<file path="src/rtl/mem_port_arbiter_pkg.sv">
// -----------------------------------------------------------------------------
// mem_port_arbiter_pkg
//   Shared definitions for the unified-memory port arbiter: arbiter state
//   encodings, the full-word byte-enable constant used for instruction fetch,
//   and a helper that sizes the wait-cycle timer.
// -----------------------------------------------------------------------------
package mem_port_arbiter_pkg;

  typedef enum logic [1:0] {
    ARB_IDLE  = 2'd0,
    ARB_FETCH = 2'd1,
    ARB_DATA  = 2'd2
  } arb_state_e;

  // Both byte lanes enabled; instruction fetch always reads a full word.
  localparam logic [1:0] BE_WORD = 2'b11;

  // Width of a counter that must be able to hold max_count.
  function automatic int tmr_width(input int max_count);
    return (max_count < 2) ? 1 : $clog2(max_count + 1);
  endfunction

endpackage

</file>
<file path="src/rtl/mem_port_arbiter.sv">
// -----------------------------------------------------------------------------
// mem_port_arbiter
//   Shares a single-port unified memory between instruction fetch (IF) and the
//   load/store path (data). Data has fixed priority because it belongs to the
//   older instruction. The granted command is registered onto mem_* and held
//   until mem_ready; read data is returned with a one-cycle done pulse. A wait
//   timer forces an error completion if memory never answers.
//
// Ports
//   clk, rst_n                 clock (rising edge), async active-low reset
//   if_req/if_addr             fetch request (held until if_done) and address
//   if_rdata/if_done/if_stall  fetched word, completion pulse, stall
//   d_req/d_we/d_be/d_addr/d_wdata  data request, store flag, byte enables,
//                              address and store data
//   d_rdata/d_done/d_stall     load data (0 for stores), completion pulse, stall
//   mem_req/mem_we/mem_be/mem_addr/mem_wdata  registered memory command
//   mem_rdata/mem_ready        memory read data and accept/complete strobe
//   tmo_err                    sticky timeout flag, cleared only by reset
// -----------------------------------------------------------------------------
module mem_port_arbiter
  import mem_port_arbiter_pkg::*;
#(
  parameter int ADDR_W  = 16,
  parameter int DATA_W  = 16,
  parameter int TMO_MAX = 255
) (
  input  logic              clk,
  input  logic              rst_n,
  input  logic              if_req,
  input  logic [ADDR_W-1:0] if_addr,
  output logic [DATA_W-1:0] if_rdata,
  output logic              if_done,
  output logic              if_stall,
  input  logic              d_req,
  input  logic              d_we,
  input  logic [1:0]        d_be,
  input  logic [ADDR_W-1:0] d_addr,
  input  logic [DATA_W-1:0] d_wdata,
  output logic [DATA_W-1:0] d_rdata,
  output logic              d_done,
  output logic              d_stall,
  output logic              mem_req,
  output logic              mem_we,
  output logic [1:0]        mem_be,
  output logic [ADDR_W-1:0] mem_addr,
  output logic [DATA_W-1:0] mem_wdata,
  input  logic [DATA_W-1:0] mem_rdata,
  input  logic              mem_ready,
  output logic              tmo_err
);

  localparam int TMR_W = tmr_width(TMO_MAX);

  arb_state_e        state_q, state_d;
  logic [TMR_W-1:0]  timer_q, timer_d;
  logic              mem_req_q, mem_req_d;
  logic              mem_we_q, mem_we_d;
  logic [1:0]        mem_be_q, mem_be_d;
  logic [ADDR_W-1:0] mem_addr_q, mem_addr_d;
  logic [DATA_W-1:0] mem_wdata_q, mem_wdata_d;
  logic              if_done_q, if_done_d;
  logic              d_done_q, d_done_d;
  logic [DATA_W-1:0] if_rdata_q, if_rdata_d;
  logic [DATA_W-1:0] d_rdata_q, d_rdata_d;
  logic              tmo_err_q, tmo_err_d;

  logic if_req_m, d_req_m;
  logic busy, timeout, finish;
  logic grant_if, grant_d;

  // A requester whose done is pulsing this cycle still holds req; that stale
  // request must not start a second transaction.
  assign if_req_m = if_req & ~if_done_q;
  assign d_req_m  = d_req  & ~d_done_q;

  assign busy    = (state_q == ARB_FETCH) || (state_q == ARB_DATA);
  // The TMO_MAX-th consecutive cycle without mem_ready ends the transaction.
  assign timeout = busy && !mem_ready && ((int'(timer_q) + 1) >= TMO_MAX);
  assign finish  = busy && (mem_ready || timeout);

  // Arbitration: data first from IDLE; on completion only the other requester
  // can be granted, which gives back-to-back service without an IDLE bubble.
  always_comb begin
    grant_d  = 1'b0;
    grant_if = 1'b0;
    case (state_q)
      ARB_IDLE: begin
        grant_d  = d_req_m;
        grant_if = ~d_req_m & if_req_m;
      end
      ARB_FETCH: grant_d  = finish & d_req_m;
      ARB_DATA:  grant_if = finish & if_req_m;
      default: ;
    endcase
  end

  always_comb begin
    state_d     = state_q;
    timer_d     = timer_q;
    mem_req_d   = mem_req_q;
    mem_we_d    = mem_we_q;
    mem_be_d    = mem_be_q;
    mem_addr_d  = mem_addr_q;
    mem_wdata_d = mem_wdata_q;
    if_done_d   = 1'b0;
    d_done_d    = 1'b0;
    if_rdata_d  = if_rdata_q;
    d_rdata_d   = d_rdata_q;
    tmo_err_d   = tmo_err_q;

    // Saturating wait counter; the command on mem_* is simply held.
    if (busy && !finish && (int'(timer_q) < TMO_MAX)) begin
      timer_d = timer_q + TMR_W'(1);
    end

    if (finish) begin
      if (timeout) begin
        tmo_err_d = 1'b1;
      end
      if (state_q == ARB_FETCH) begin
        if_done_d  = 1'b1;
        if_rdata_d = mem_ready ? mem_rdata : '0;
      end else begin
        d_done_d  = 1'b1;
        d_rdata_d = (mem_ready && !mem_we_q) ? mem_rdata : '0;
      end
      state_d   = ARB_IDLE;
      mem_req_d = 1'b0;
    end

    // Recover from an unused encoding.
    if (!busy && (state_q != ARB_IDLE)) begin
      state_d   = ARB_IDLE;
      mem_req_d = 1'b0;
    end

    // A grant in the completion cycle overrides the drop to IDLE.
    if (grant_d) begin
      state_d     = ARB_DATA;
      timer_d     = '0;
      mem_req_d   = 1'b1;
      mem_we_d    = d_we;
      mem_be_d    = d_be;
      mem_addr_d  = d_addr;
      mem_wdata_d = d_wdata;
    end else if (grant_if) begin
      state_d     = ARB_FETCH;
      timer_d     = '0;
      mem_req_d   = 1'b1;
      mem_we_d    = 1'b0;
      mem_be_d    = BE_WORD;
      mem_addr_d  = if_addr;
      mem_wdata_d = '0;
    end
  end

  always_ff @(posedge clk or negedge rst_n) begin
    if (!rst_n) begin
      state_q     <= ARB_IDLE;
      timer_q     <= '0;
      mem_req_q   <= 1'b0;
      mem_we_q    <= 1'b0;
      mem_be_q    <= '0;
      mem_addr_q  <= '0;
      mem_wdata_q <= '0;
      if_done_q   <= 1'b0;
      d_done_q    <= 1'b0;
      if_rdata_q  <= '0;
      d_rdata_q   <= '0;
      tmo_err_q   <= 1'b0;
    end else begin
      state_q     <= state_d;
      timer_q     <= timer_d;
      mem_req_q   <= mem_req_d;
      mem_we_q    <= mem_we_d;
      mem_be_q    <= mem_be_d;
      mem_addr_q  <= mem_addr_d;
      mem_wdata_q <= mem_wdata_d;
      if_done_q   <= if_done_d;
      d_done_q    <= d_done_d;
      if_rdata_q  <= if_rdata_d;
      d_rdata_q   <= d_rdata_d;
      tmo_err_q   <= tmo_err_d;
    end
  end

  assign mem_req   = mem_req_q;
  assign mem_we    = mem_we_q;
  assign mem_be    = mem_be_q;
  assign mem_addr  = mem_addr_q;
  assign mem_wdata = mem_wdata_q;
  assign if_done   = if_done_q;
  assign d_done    = d_done_q;
  assign if_rdata  = if_rdata_q;
  assign d_rdata   = d_rdata_q;
  assign tmo_err   = tmo_err_q;

  // Combinational from req and registered done only; no path from mem_ready.
  assign if_stall = if_req & ~if_done_q;
  assign d_stall  = d_req  & ~d_done_q;

endmodule

</file>
<file path="config.mk">
export PLATFORM = sky130hd
export DESIGN_NAME = mem_port_arbiter
export DESIGN_NICKNAME = d
export VERILOG_FILES = /design/src/rtl/mem_port_arbiter_pkg.sv /design/src/rtl/mem_port_arbiter.sv
export SDC_FILE = /design/constraint.sdc
export NUM_CORES = 1
export LEC_CHECK = 0
export CAP_MARGIN = 20
export CORE_ASPECT_RATIO = 0.75
export CORE_MARGIN = 10
export CORE_UTILIZATION = 45
export CTS_CLUSTER_DIAMETER = 80
export DETAILED_ROUTE_END_ITERATION = 8
export GPL_TIMING_DRIVEN = 0
export HOLD_SLACK_MARGIN = 0.08
export PLACE_DENSITY = 0.81
export SYNTH_ARGS = -nofsm -noshare
export SYNTH_HDL_FRONTEND = slang
export SYNTH_SLANG_ARGS = --single-unit
</file>
<file path="constraint.sdc">
create_clock -name clk -period 3.75 [get_ports clk]
set_clock_uncertainty 0.2 [all_clocks]
set_input_delay 0.5625 -clock clk [delete_from_list [all_inputs] [get_ports clk]]
set_output_delay 0.5625 -clock clk [all_outputs]
set_load 0.1 [all_outputs]
</file>
After elaboration in Yosys (flattened, before gate mapping)
Index checks and enable logic that the tools add are counted.
- muxes and demuxes: 27
- equal/unequal tests: 2
- add/sub/neg operators: 2
- bitwise logic cells: 9
- reductions and logical operators: 21
- $lt $le $gt $ge: 2
- operators with widths (kind ; count):
    $mux W16 ; 6
    $mux W8 ; 3
    $mux W2 ; 6
    $mux W1 ; 10
    $add A8 B1 Y9 const B ; 1
    $ge A9 B8 Y1 const B ; 1
    $add A8 B1 Y8 const B ; 1
    $lt A8 B8 Y1 const B ; 1
    $logic_and A1 B1 Y1 ; 7
    $reduce_and A2 Y1 ; 3
    $and A1 B1 Y1 ; 5
    $logic_not A1 Y1 ; 4
    $not A1 Y1 ; 4
    $pmux W1 S2 ; 2
    $reduce_bool A2 Y1 ; 2
    $reduce_bool A4 Y1 ; 1
    $reduce_bool A3 Y1 ; 1
    $eq A2 B1 Y1 const B ; 1
    $eq A2 B2 Y1 const B ; 1
    $logic_not A2 Y1 ; 1
    $logic_or A1 B1 Y1 ; 2
- logic and storage cells: 75
- input bits: 72
- register bits: 81
- output and inout bits: 73

Longest topological paths before layout
- depth after elaboration: 12
- mapped depth: 11
- depth with buffers taken out: 8

Worst setup path before layout
OpenSTA, ideal clock, no wires.
- path type: reg-to-reg
- start point: register d_done_q, in the netlist d_done
- end point: register mem_wdata_q[10], in the netlist mem_wdata[10]
- data required time: 3.425 ns
- stages on the path, launching flop included: 8
- clock period less this slack: 3.841 ns
- data arrival time: 3.516 ns
- setup time: 0.125 ns
- slack: -0.091 ns
- path buffers: 2
- cells stage by stage: dfrtp_1 > nor2b_1 > nand3_1 > or3_1 > and2_1 > buf_6 > buf_6 > mux2_4
- word-level cells in the longest chain between the ends: 6
- elaborated cells on any way between the ends: 9
- classes of those cells: mux: 3; bitwise: 5; reduce/logical: 1
- RTL lines (element ; line ; RTL):
    start: declaration ; mem_port_arbiter.sv:62 ; logic d_done_q, d_done_d;
    start signal: assignment ; mem_port_arbiter.sv:180 ; d_done_q <= d_done_d;
    $not A1 Y1 (*) ; n/a ;
    $and A1 B1 Y1 (*) ; n/a ;
    net d_stall ; mem_port_arbiter.sv:41 ; output logic d_stall,
    $not A1 Y1 ; mem_port_arbiter.sv:89 ; grant_if = ~d_req_m & if_req_m;
    $and A1 B1 Y1 ; mem_port_arbiter.sv:89 ;
    $pmux W1 S2 ; mem_port_arbiter.sv:86 ; case (state_q)
    $reduce_bool A2 Y1 (no line) ; n/a ;
    end signal: assignment ; mem_port_arbiter.sv:178 ; mem_wdata_q <= mem_wdata_d;
    end: declaration ; mem_port_arbiter.sv:60 ; logic [DATA_W-1:0] mem_wdata_q, mem_wdata_d;
Mark *: on every way through the listed nets, which the timed path passes. The rest lies on a longest branch.
A chain may end at the register's enable or synchronous reset.

Worst setup path after layout
- start point: input port if_req
- end point: output port if_stall
- word-level cells in the longest chain between the ends: 1
- RTL lines (element ; line ; RTL):
    start: declaration ; mem_port_arbiter.sv:29 ; input logic if_req,
    $and A1 B1 Y1 ; mem_port_arbiter.sv:199 ; assign if_stall = if_req & ~if_done_q;
    end: declaration ; mem_port_arbiter.sv:33 ; output logic if_stall,
Every way passes these cells.

==> metrics.txt <==
status completed; post-synthesis mux area share 6.46%; adder-cell area share of the yosys netlist 1.61%; Synth Area per Inst 9.78 µm²; Max-slew headroom 30.6%; Final HPWL DP 9.65 mm; Mapped Cells 398; Initial Util 46.0%; core area 0.00845 mm²; Endpoint, Worst Hold tmo_err; area grow syn2layout 50.7%; most frequent CP cell clkdlybuf4s50_1; Yosys reg bits 81; Longest Clk Path Bufs 2; Diodes inserted 0; Cell Chain, Critical Path clkdlybuf4s50_1 -> nor2b_1 -> clkdlybuf4s50_1; Hold Crit Start tmo_err; CP delay by family, top buffers and inverters; reg-to-reg startpoint timer_q[0]; die area 0.0128 mm²; Finished Core Util 69.4%; largest net degree at the start of global routing 54; Slew Limit Fails 0; main combinational cell family by area after synthesis simple AND/OR/NAND/NOR gates; drt total wl 13.3 mm; R2R setup slack 0.57 ns; die width 127 µm; Synth Area in Simple Gates 15.9%; MaxCap Viol Count 0; Yosys Warn Count 0; Least-Margin Pin Slew 1.04 ns; Antenna Violating Nets Remaining 0; R2R depth 9; layout cell share with drive strength beyond 1 7.51%; Async S/R FF share, synth 100%; register area share after synthesis 52.1%; EDFF count, synth 0; RSZ-0062 raised after global routing no; Final Hold Viols 0; Synth cell types 39; wire length of the first global-routing pass 21.5 mm; latest clock arrival within the worst-skew pair 0.33 ns; DRC viols 0; complex-gate fraction of the synthesized area 14.8%; Max Fanout on Critical Path 4; CTS tree done; xor and xnor fraction of the mapped netlist area 2.03%; drt pass-1 iters 5; Primary FF master, synth dfrtp_1; port buffer count 144; WL/cell 19.9 µm; vias in the first global route 3861; startpoint types input port; Vias 3723; Final min period 3.33 ns; Reg clk slew, reported paths 0.06 ns; buffers and inverters on the worst path 2; worst hold path depth 1; Hold Path Class register to register; vias per cell 5.58; die span in y 101 µm; crit share post-route 88.8%; Crit Path Class input port to primary output; Setup crit end kind primary output; final setup fails 0; Fmax 0.300 GHz; post-cts sizing count 0; Clock Sinks 81; number of H-tree levels 3; syn_nets 475; CTS Buf Count 9; Final nets 632; Max stage delay on crit path 1.22 ns; RR Endpoint mem_addr[3]; worst path arrival time 2.57 ns; Slowest-stage cell, CP clkdlybuf4s50_1; Congestion Overflow GR 0; Cell Rows 29; gp weighted congestion 0.855; antenna violations before repair 0; Post-CTS Setup Inserts 0; Ports 145; Critical Path RT 2.99 ns; DRT iter0 DRCs 336; post-synthesis cell area 0.00389 mm²; GRT Util Overall 20.8%; CTS root buffer clkbuf_16
worst register-to-register path: stages, from the launching register on:
cell      delay [ns]
dfrtp_1         0.44
ha_1            0.29
and3_1          0.25
and2_1          0.21
nor4_1          0.35
or3_1           0.20
clkbuf_1        0.40
clkbuf_1        0.42
a21oi_1         0.12
a31oi_1         0.20
cells in the mapped netlist (all sizes together), types with 2 or more instances:
cell type / count / share of area (%)
xnor2: 7 / 1.6
a211oi: 6 / 1.2
a21oi: 17 / 2.2
xor2: 2 / 0.45
o21ai: 51 / 6.6
and2: 4 / 0.64
nand2: 9 / 0.93
inv: 36 / 3.5
or3: 6 / 0.96
mux2: 19 / 6.5
nor2b: 3 / 0.48
dfrtp: 81 / 52
nor2: 4 / 0.39
and3: 22 / 3.5
buf: 8 / 1.4
ha: 5 / 1.6
a31oi: 19 / 3.1
clkbuf: 23 / 2.2
nor3: 8 / 1.0
nand3: 55 / 7.1
cell usage in the layout, fill, tap and decap left out, types with 2 or more instances in the layout:
master	Yosys	layout
a211oi_1	6	6
a21oi_1	17	17
a31oi_1	19	19
and2_1	4	4
and3_1	22	22
buf_1	2	2
buf_2	3	3
buf_6	3	3
bufinv_16	0	4
clkbuf_1	23	24
clkbuf_16	0	9
clkdlybuf4s50_1	0	143
dfrtp_1	81	81
ha_1	5	5
inv_1	36	36
mux2_1	2	2
mux2_2	7	7
mux2_4	10	10
nand2_1	8	8
nand3_1	55	55
nor2_1	4	4
nor2b_1	3	2
nor3_1	8	8
o21ai_0	50	50
or3_1	6	6
xnor2_1	7	7
xor2_1	2	2
sequential cells by signal, indices dropped and copies added, names as in the netlist:
signal	cells
if_done	1
mem_addr	16
tmo_err	1
mem_wdata	16
if_rdata	16
mem_we	1
d_rdata	16
state_q	2
mem_req	1
timer_q	8
mem_be	2
d_done	1
cells by family (layout without fill, tap and decap cells):
group,after synthesis,after routing
buffers and inverters,67,228
AND/OR/NAND/NOR,116,116
flip-flops,81,81
multiplexers,19,19
adder cells (fa/ha/maj),5,5
AO/OA/AOI/OAI,101,101
XOR/XNOR,9,9
worst max path at each step:
| stage | cells past startpoint | start | to | slack, ns |
|---|---|---|---|---|
| global placement | 1 | rst_n | timer_q[1] | -0.93 |
| CTS | 3 | if_req | if_stall | 0.42 |
| finish | 3 | if_req | if_stall | 0.42 |
| floorplan | 5 | if_done | mem_wdata[14] | 0.04 |
| global route | 8 | timer_q[0] | timer_q[1] | 0.37 |
| detailed placement | 3 | if_req | if_stall | 0.44 |
stage by stage:
stage                     instance area (µm²)  cells  worst slack [ns]  hold WS [ns]  TNS [ns]
after detailed placement                 5500    651             0.437         0.268         0
final                                    5860    667             0.418         0.282         0
after CTS                                5860    667             0.416         0.281         0
after global routing                     5860    667             0.370         0.299         0
after floorplan                          3890    398            0.0437        0.0669         0
after global placement                   5470    650            -0.934         0.268    -75.28
area by class of cell:
cell class                 count  area (µm²)
tap                          108         135
clock inverter                 5         129
timing repair buffer         146        1480
multi-input combinational    250        1590
fill                         628        2590
clock buffer                  10         229
buffer                        31         143
inverter                      36         135
sequential                    81        2030
routing by layer:
layer | global-route usage (%) | vias up | wire length (µm)
met2 | 34.2 | 166 | 6470
met4 | 6.81 | 0 | 237
met5 | 0 | - | 0
li1 | - | 1712 | -
met1 | 25.7 | 1824 | 5420
met3 | 6.05 | 21 | 1130
repair_timing:
action / in CTS / in global routing
endpoints found under the hold margin: 28 / 0
hold buffers: 1 / 0
setup endpoints to repair: 0 / 0
Power is not shown: default switching activity piles up to over one toggle a cycle in this logic, so the estimate is an artifact.
==> variant 1: new RTL, config.mk and constraints unchanged <==
The 3 states of `arb_state_e` get a one-hot encoding in 3 bits.
--- a/src/rtl/mem_port_arbiter_pkg.sv
+++ b/src/rtl/mem_port_arbiter_pkg.sv
@@ -6,10 +6,10 @@
 // -----------------------------------------------------------------------------
 package mem_port_arbiter_pkg;
 
-  typedef enum logic [1:0] {
-    ARB_IDLE  = 2'd0,
-    ARB_FETCH = 2'd1,
-    ARB_DATA  = 2'd2
+  typedef enum logic [2:0] {
+    ARB_IDLE  = 3'b001,
+    ARB_FETCH = 3'b010,
+    ARB_DATA  = 3'b100
   } arb_state_e;
 
   // Both byte lanes enabled; instruction fetch always reads a full word.
Formal check against the unedited RTL: same outputs for any inputs over 10 cycles, from zero or initial values and one cycle with rst_n low; not proved beyond that.
==> variant 1 against the unedited design <==
Global-route usage decreased by 2.4 points; highest routed layer unchanged; final area fell by 7.7%; worst setup slack got worse by 0.13 ns; largest cell class unchanged; sequential share of layout area is 3.4 points higher; routed wire length fell by 18%; sequential cell count increased by 1; synthesized area decreased by 7.7%; fmax down 3.8%; die area decreased by 6.3%.
Power is left out: the tool's default activity adds up to more than one toggle a clock period on the data nets, which glitch-free logic cannot reach.
==> variant 1: results (changes against the unedited design) <==
metric,value,unit,change
synth-seq-area-share,57.12,%,was 52.07%
arrival,2.70,ns,was 2.57 ns
grt_usage,18.37,%,was 20.79%
rrSetupSlack,1.06,ns,was 0.57 ns
place_congestion,0.8215,,was 0.8548
hp-start,tmo_err,,unchanged
avgViaCountPerCell,5.232,,was 5.582
wl_per_cell,18.79,µm,was 19.89 µm
hold_ws,0.2893,ns,was 0.2818 ns
synthTopCellsByCount,"81 x dfrtp_1, 32 x a22o_1, 25 x inv_1",,"was 81 x dfrtp_1, 55 x nand3_1, 50 x o21ai_0"
grt_max_degree,60,,was 54
synth_top_area_share,56.39,%,was 52.07%
max_freq,288.7,MHz,was 300.2 MHz
n_fill_cell,618,,was 628
timing.rr.end,if_rdata[13],,was mem_addr[3]
clk_pin_slew,0.08,ns,was 0.06 ns
cts_buffers,9,,unchanged
post_cts.repair.setup_buffers,0,,unchanged
preCtsSetupSlack,0.2804,ns,was 0.4367 ns
rr_startpoint,timer_q[0],,unchanged
async_flop_share,100.0,%,unchanged
grt_antenna_before_repair,0,,unchanged
status,finished clean,,unchanged
placed_area,5192,µm²,was 5497 µm²
vias,3045,,was 3723
layout.nets,546,,was 632
htreeDepth,3,,unchanged
cpPeakStageDelay,1.17,ns,was 1.22 ns
reg2regPathDepth,8,,was 9
grt_pass1_vias,3325,,was 3861
synth_nets,389,,was 475
synthXorXnorAreaFrac,1.949,%,was 2.025%
yosys-mux-area-fraction,4.455,%,was 6.461%
drt-pass1-iter-count,4,,was 5
clk_latency,0.35,ns,was 0.33 ns
grt_pass1_wl,17640,µm,was 21460 µm
netlist_instances,315,,was 398
cts_root_buf,clkbuf_8,,was clkbuf_16
critPathSlowestCell,clkdlybuf4s50_1,,unchanged
cp_max_fo,10,,was 4
ys.flop_type,dfrtp_1,,unchanged
drtIter0Drc,211,,was 336
hpwl,8287,µm,was 9652 µm
placed_cells,565,,was 651
drive_gt1_share,8.176,%,was 7.513%
synth_compound_area_share,21.23,%,was 14.75%
netlist_top_cells_area,"dfrtp_1 56%, a22o_1 7.8%, mux2i_1 4.5%",,"was dfrtp_1 52%, nand3_1 7.1%, o21ai_0 6.4%"
synth.distinct_cells,41,,was 39
hold_depth,1,,unchanged
slew_headroom,32.23,%,was 30.65%
hp-class,reg2reg,,unchanged
ys.warnings.count,0,,unchanged
synthAdderAreaFrac,0.6961,%,was 1.607%
[variant 1: changes by cell type in the layout (fill, tap and decap cells not counted), moves of 13 or more]
cell,before,now
clkbuf_1,24,11
nand3_1,55,2
and3_1,22,2
mux2i_1,0,16
o211ai_1,0,17
a31oi_1,19,2
o21ai_0,50,6
a22o_1,0,32
[variant 1: what timing repair did]
action,in CTS,in global routing
hold buffers,1,0
resized for setup,0,0
setup endpoints to repair,0,0
hold endpoints to repair,23,0
[variant 1: worst max path at each step]
| stage | from | end | cells past startpoint |
|---|---|---|---|
| 3_3_place_gp | rst_n | mem_addr[1] | 1 |
| 2_1_floorplan | if_done | mem_we | 7 |
| 3_5_place_dp | d_req | d_stall | 5 |
| 4_1_cts | d_req | d_stall | 5 |
| 5_1_grt | d_req | d_stall | 5 |
| 6_report | d_req | d_stall | 5 |
[variant 1: layout make-up]
cell class | instances | area (µm²) | share of cell area, %
well taps | 105 | 131.4 | 2.427
plain buffers | 21 | 113.9 | 2.104
clock inverters | 6 | 72.57 | 1.341
repair buffers | 146 | 1476 | 27.28
inverters | 25 | 93.84 | 1.734
flip-flops and latches | 82 | 2053 | 37.93
clock buffers | 10 | 137.6 | 2.543
multi-input cells | 187 | 1334 | 24.64
[variant 1: metal layers]
| layer | GRT usage, % | wire length [µm] | up-vias |
|---|---|---|---|
| li1 | - | - | 1452 |
| met1 | 23.44 | 4916 | 1475 |
| met2 | 28.09 | 4845 | 109 |
| met3 | 7.143 | 1046 | 9 |
| met4 | 5.362 | 125 | 0 |
| met5 | 0 | 0 | - |
[variant 1: worst register-to-register path: stages (launching register included)]
cell and delay, ns:
dfrtp_1 0.45, inv_1 0.07, ha_1 0.31, o21bai_1 0.27, nand4b_4 0.15, o21ai_4 0.24, nand2_1 0.25, clkbuf_1 0.31
a22o_1 0.31
==> variant 2: new RTL, same settings <==
Made on the original files. The parameter `TMO_MAX` goes from 255 to 510.
--- a/src/rtl/mem_port_arbiter.sv
+++ b/src/rtl/mem_port_arbiter.sv
@@ -22,7 +22,7 @@
 #(
   parameter int ADDR_W  = 16,
   parameter int DATA_W  = 16,
-  parameter int TMO_MAX = 255
+  parameter int TMO_MAX = 510
 ) (
   input  logic              clk,
   input  logic              rst_n,
Check against the original RTL: same outputs for any inputs over 10 cycles, from zero or initial values and one cycle with rst_n low; that may be too few to reach the edited logic, so the function may still have changed.
==> variant 2 against the unedited design <==
Final cell count shrank 11%; synthesized area shrank 4.3%; final area shrank 6.0%; worst setup slack gained 0.097 ns; routed wire length shrank 8.5%; critical path depth grew 6; first-iteration DRC count shrank 40%; non-clock buffer count shrank 10; sequential cell count grew 1; sequential share of layout area grew 2.7 points; critical endpoint is now if_rdata[6]; highest routed layer unchanged.
Power is left out: the tool's default activity adds up to more than one toggle a clock period on the data nets, which glitch-free logic cannot reach.
==> variant 2: results (changes against the unedited design) <==
metric,value,unit,change
status,finished clean,,unchanged
drt-total-wl,12140,µm,was 13270 µm
placed_area,5328,µm²,was 5497 µm²
synth_nets,405,,was 475
cp_max_fo,10,,was 4
rrSetupSlack,0.52,ns,was 0.57 ns
cpPeakStageDelay,0.49,ns,was 1.22 ns
hold_ws,0.2983,ns,was 0.2818 ns
cts_buffers,9,,unchanged
clk_pin_slew,0.09,ns,was 0.06 ns
grt_pass1_vias,3563,,was 3861
preCtsSetupSlack,0.5581,ns,was 0.4367 ns
n_fill_cell,613,,was 628
cp.required,3.81,ns,was 2.99 ns
drive_gt1_share,7.755,%,was 7.513%
hpwl,8954,µm,was 9652 µm
hold-path-endpoint,tmo_err,,unchanged
crit_family,simple AND/OR/NAND/NOR gates,,was buffers and inverters
clk_latency,0.36,ns,was 0.33 ns
grt_usage,19.25,%,was 20.79%
place_congestion,0.8461,,was 0.8548
synthTopCellsByCount,"82 x dfrtp_1, 65 x a22o_1, 34 x nand2_1",,"was 81 x dfrtp_1, 55 x nand3_1, 50 x o21ai_0"
critPathSlowestCell,dfrtp_1,,was clkdlybuf4s50_1
layout.nets,562,,was 632
worstSetupPathType,reg2reg,,was in2out
multi_input_area,1555,µm²,was 1590 µm²
synth-seq-area-share,55.09,%,was 52.07%
synth.distinct_cells,50,,was 39
netlist_top_cells_area,"dfrtp_1 55%, a22o_1 15%, a221oi_1 3.8%",,"was dfrtp_1 52%, nand3_1 7.1%, o21ai_0 6.4%"
worstMarginPinSlew,1.053,ns,was 1.037 ns
synth_top_area_share,55.09,%,was 52.07%
avgViaCountPerCell,5.644,,was 5.582
drt-pass1-iter-count,5,,unchanged
timing.rr.end,if_rdata[6],,was mem_addr[3]
drtIter0Drc,202,,was 336
grt_pass1_wl,19460,µm,was 21460 µm
vias,3358,,was 3723
netlist_instances,328,,was 398
cts_root_buf,clkbuf_8,,was clkbuf_16
-- variant 2: changes by cell type after synthesis, moves of 10 or more --
cell | unedited run | this run
a221oi_1 | 0 | 16
nand2_1 | 8 | 34
o21ai_0 | 50 | 20
inv_1 | 36 | 7
a31oi_1 | 19 | 3
nand3_1 | 55 | 4
and3_1 | 22 | 1
mux2_4 | 10 | 0
a21oi_1 | 17 | 7
a22o_1 | 0 | 65
clkbuf_1 | 23 | 13
-- variant 2: layout make-up --
type | count | share of cell area, %
well taps | 105 | 2.383
plain buffers | 21 | 1.748
flip-flops and latches | 82 | 37.22
clock buffers | 9 | 2.247
repair buffers | 146 | 26.78
clock inverters | 7 | 0.9305
multi-input cells | 218 | 28.21
inverters | 7 | 0.4766
-- variant 2: worst max-delay path by stage --
stage	endpoint	slack (ns)	cells after the start
floorplan	mem_be[1]	0.56	7
global placement	mem_addr[0]	-1.01	1
detailed placement	if_rdata[6]	0.56	9
CTS	if_rdata[6]	0.55	9
global route	if_rdata[9]	0.38	9
finish	if_rdata[6]	0.52	9
-- variant 2: timing repair --
action,CTS,global route
hold buffers,1,0
endpoints found under the hold margin,27,0
resized for setup,0,0
-- variant 2: cells by family after synthesis --
| group | share of synthesized area, % |
|---|---|
| AOI/OAI and AO/OA | 28.22 |
| DFF | 55.09 |
| and+or+nand+nor | 10.78 |
| buffers and inverters | 3.292 |
| adders and majority gates | 1.680 |
| xor gates and xnor gates | 0.9404 |
-- variant 2: layer usage --
| layer | wire length, µm | vias to the layer above | GRT usage (%) |
|---|---|---|---|
| li1 | - | 1565 | - |
| met1 | 5071 | 1658 | 22.72 |
| met2 | 5585 | 124 | 29.98 |
| met3 | 1359 | 11 | 10.76 |
| met4 | 121 | 0 | 4.594 |
| met5 | 0 | - | 0 |
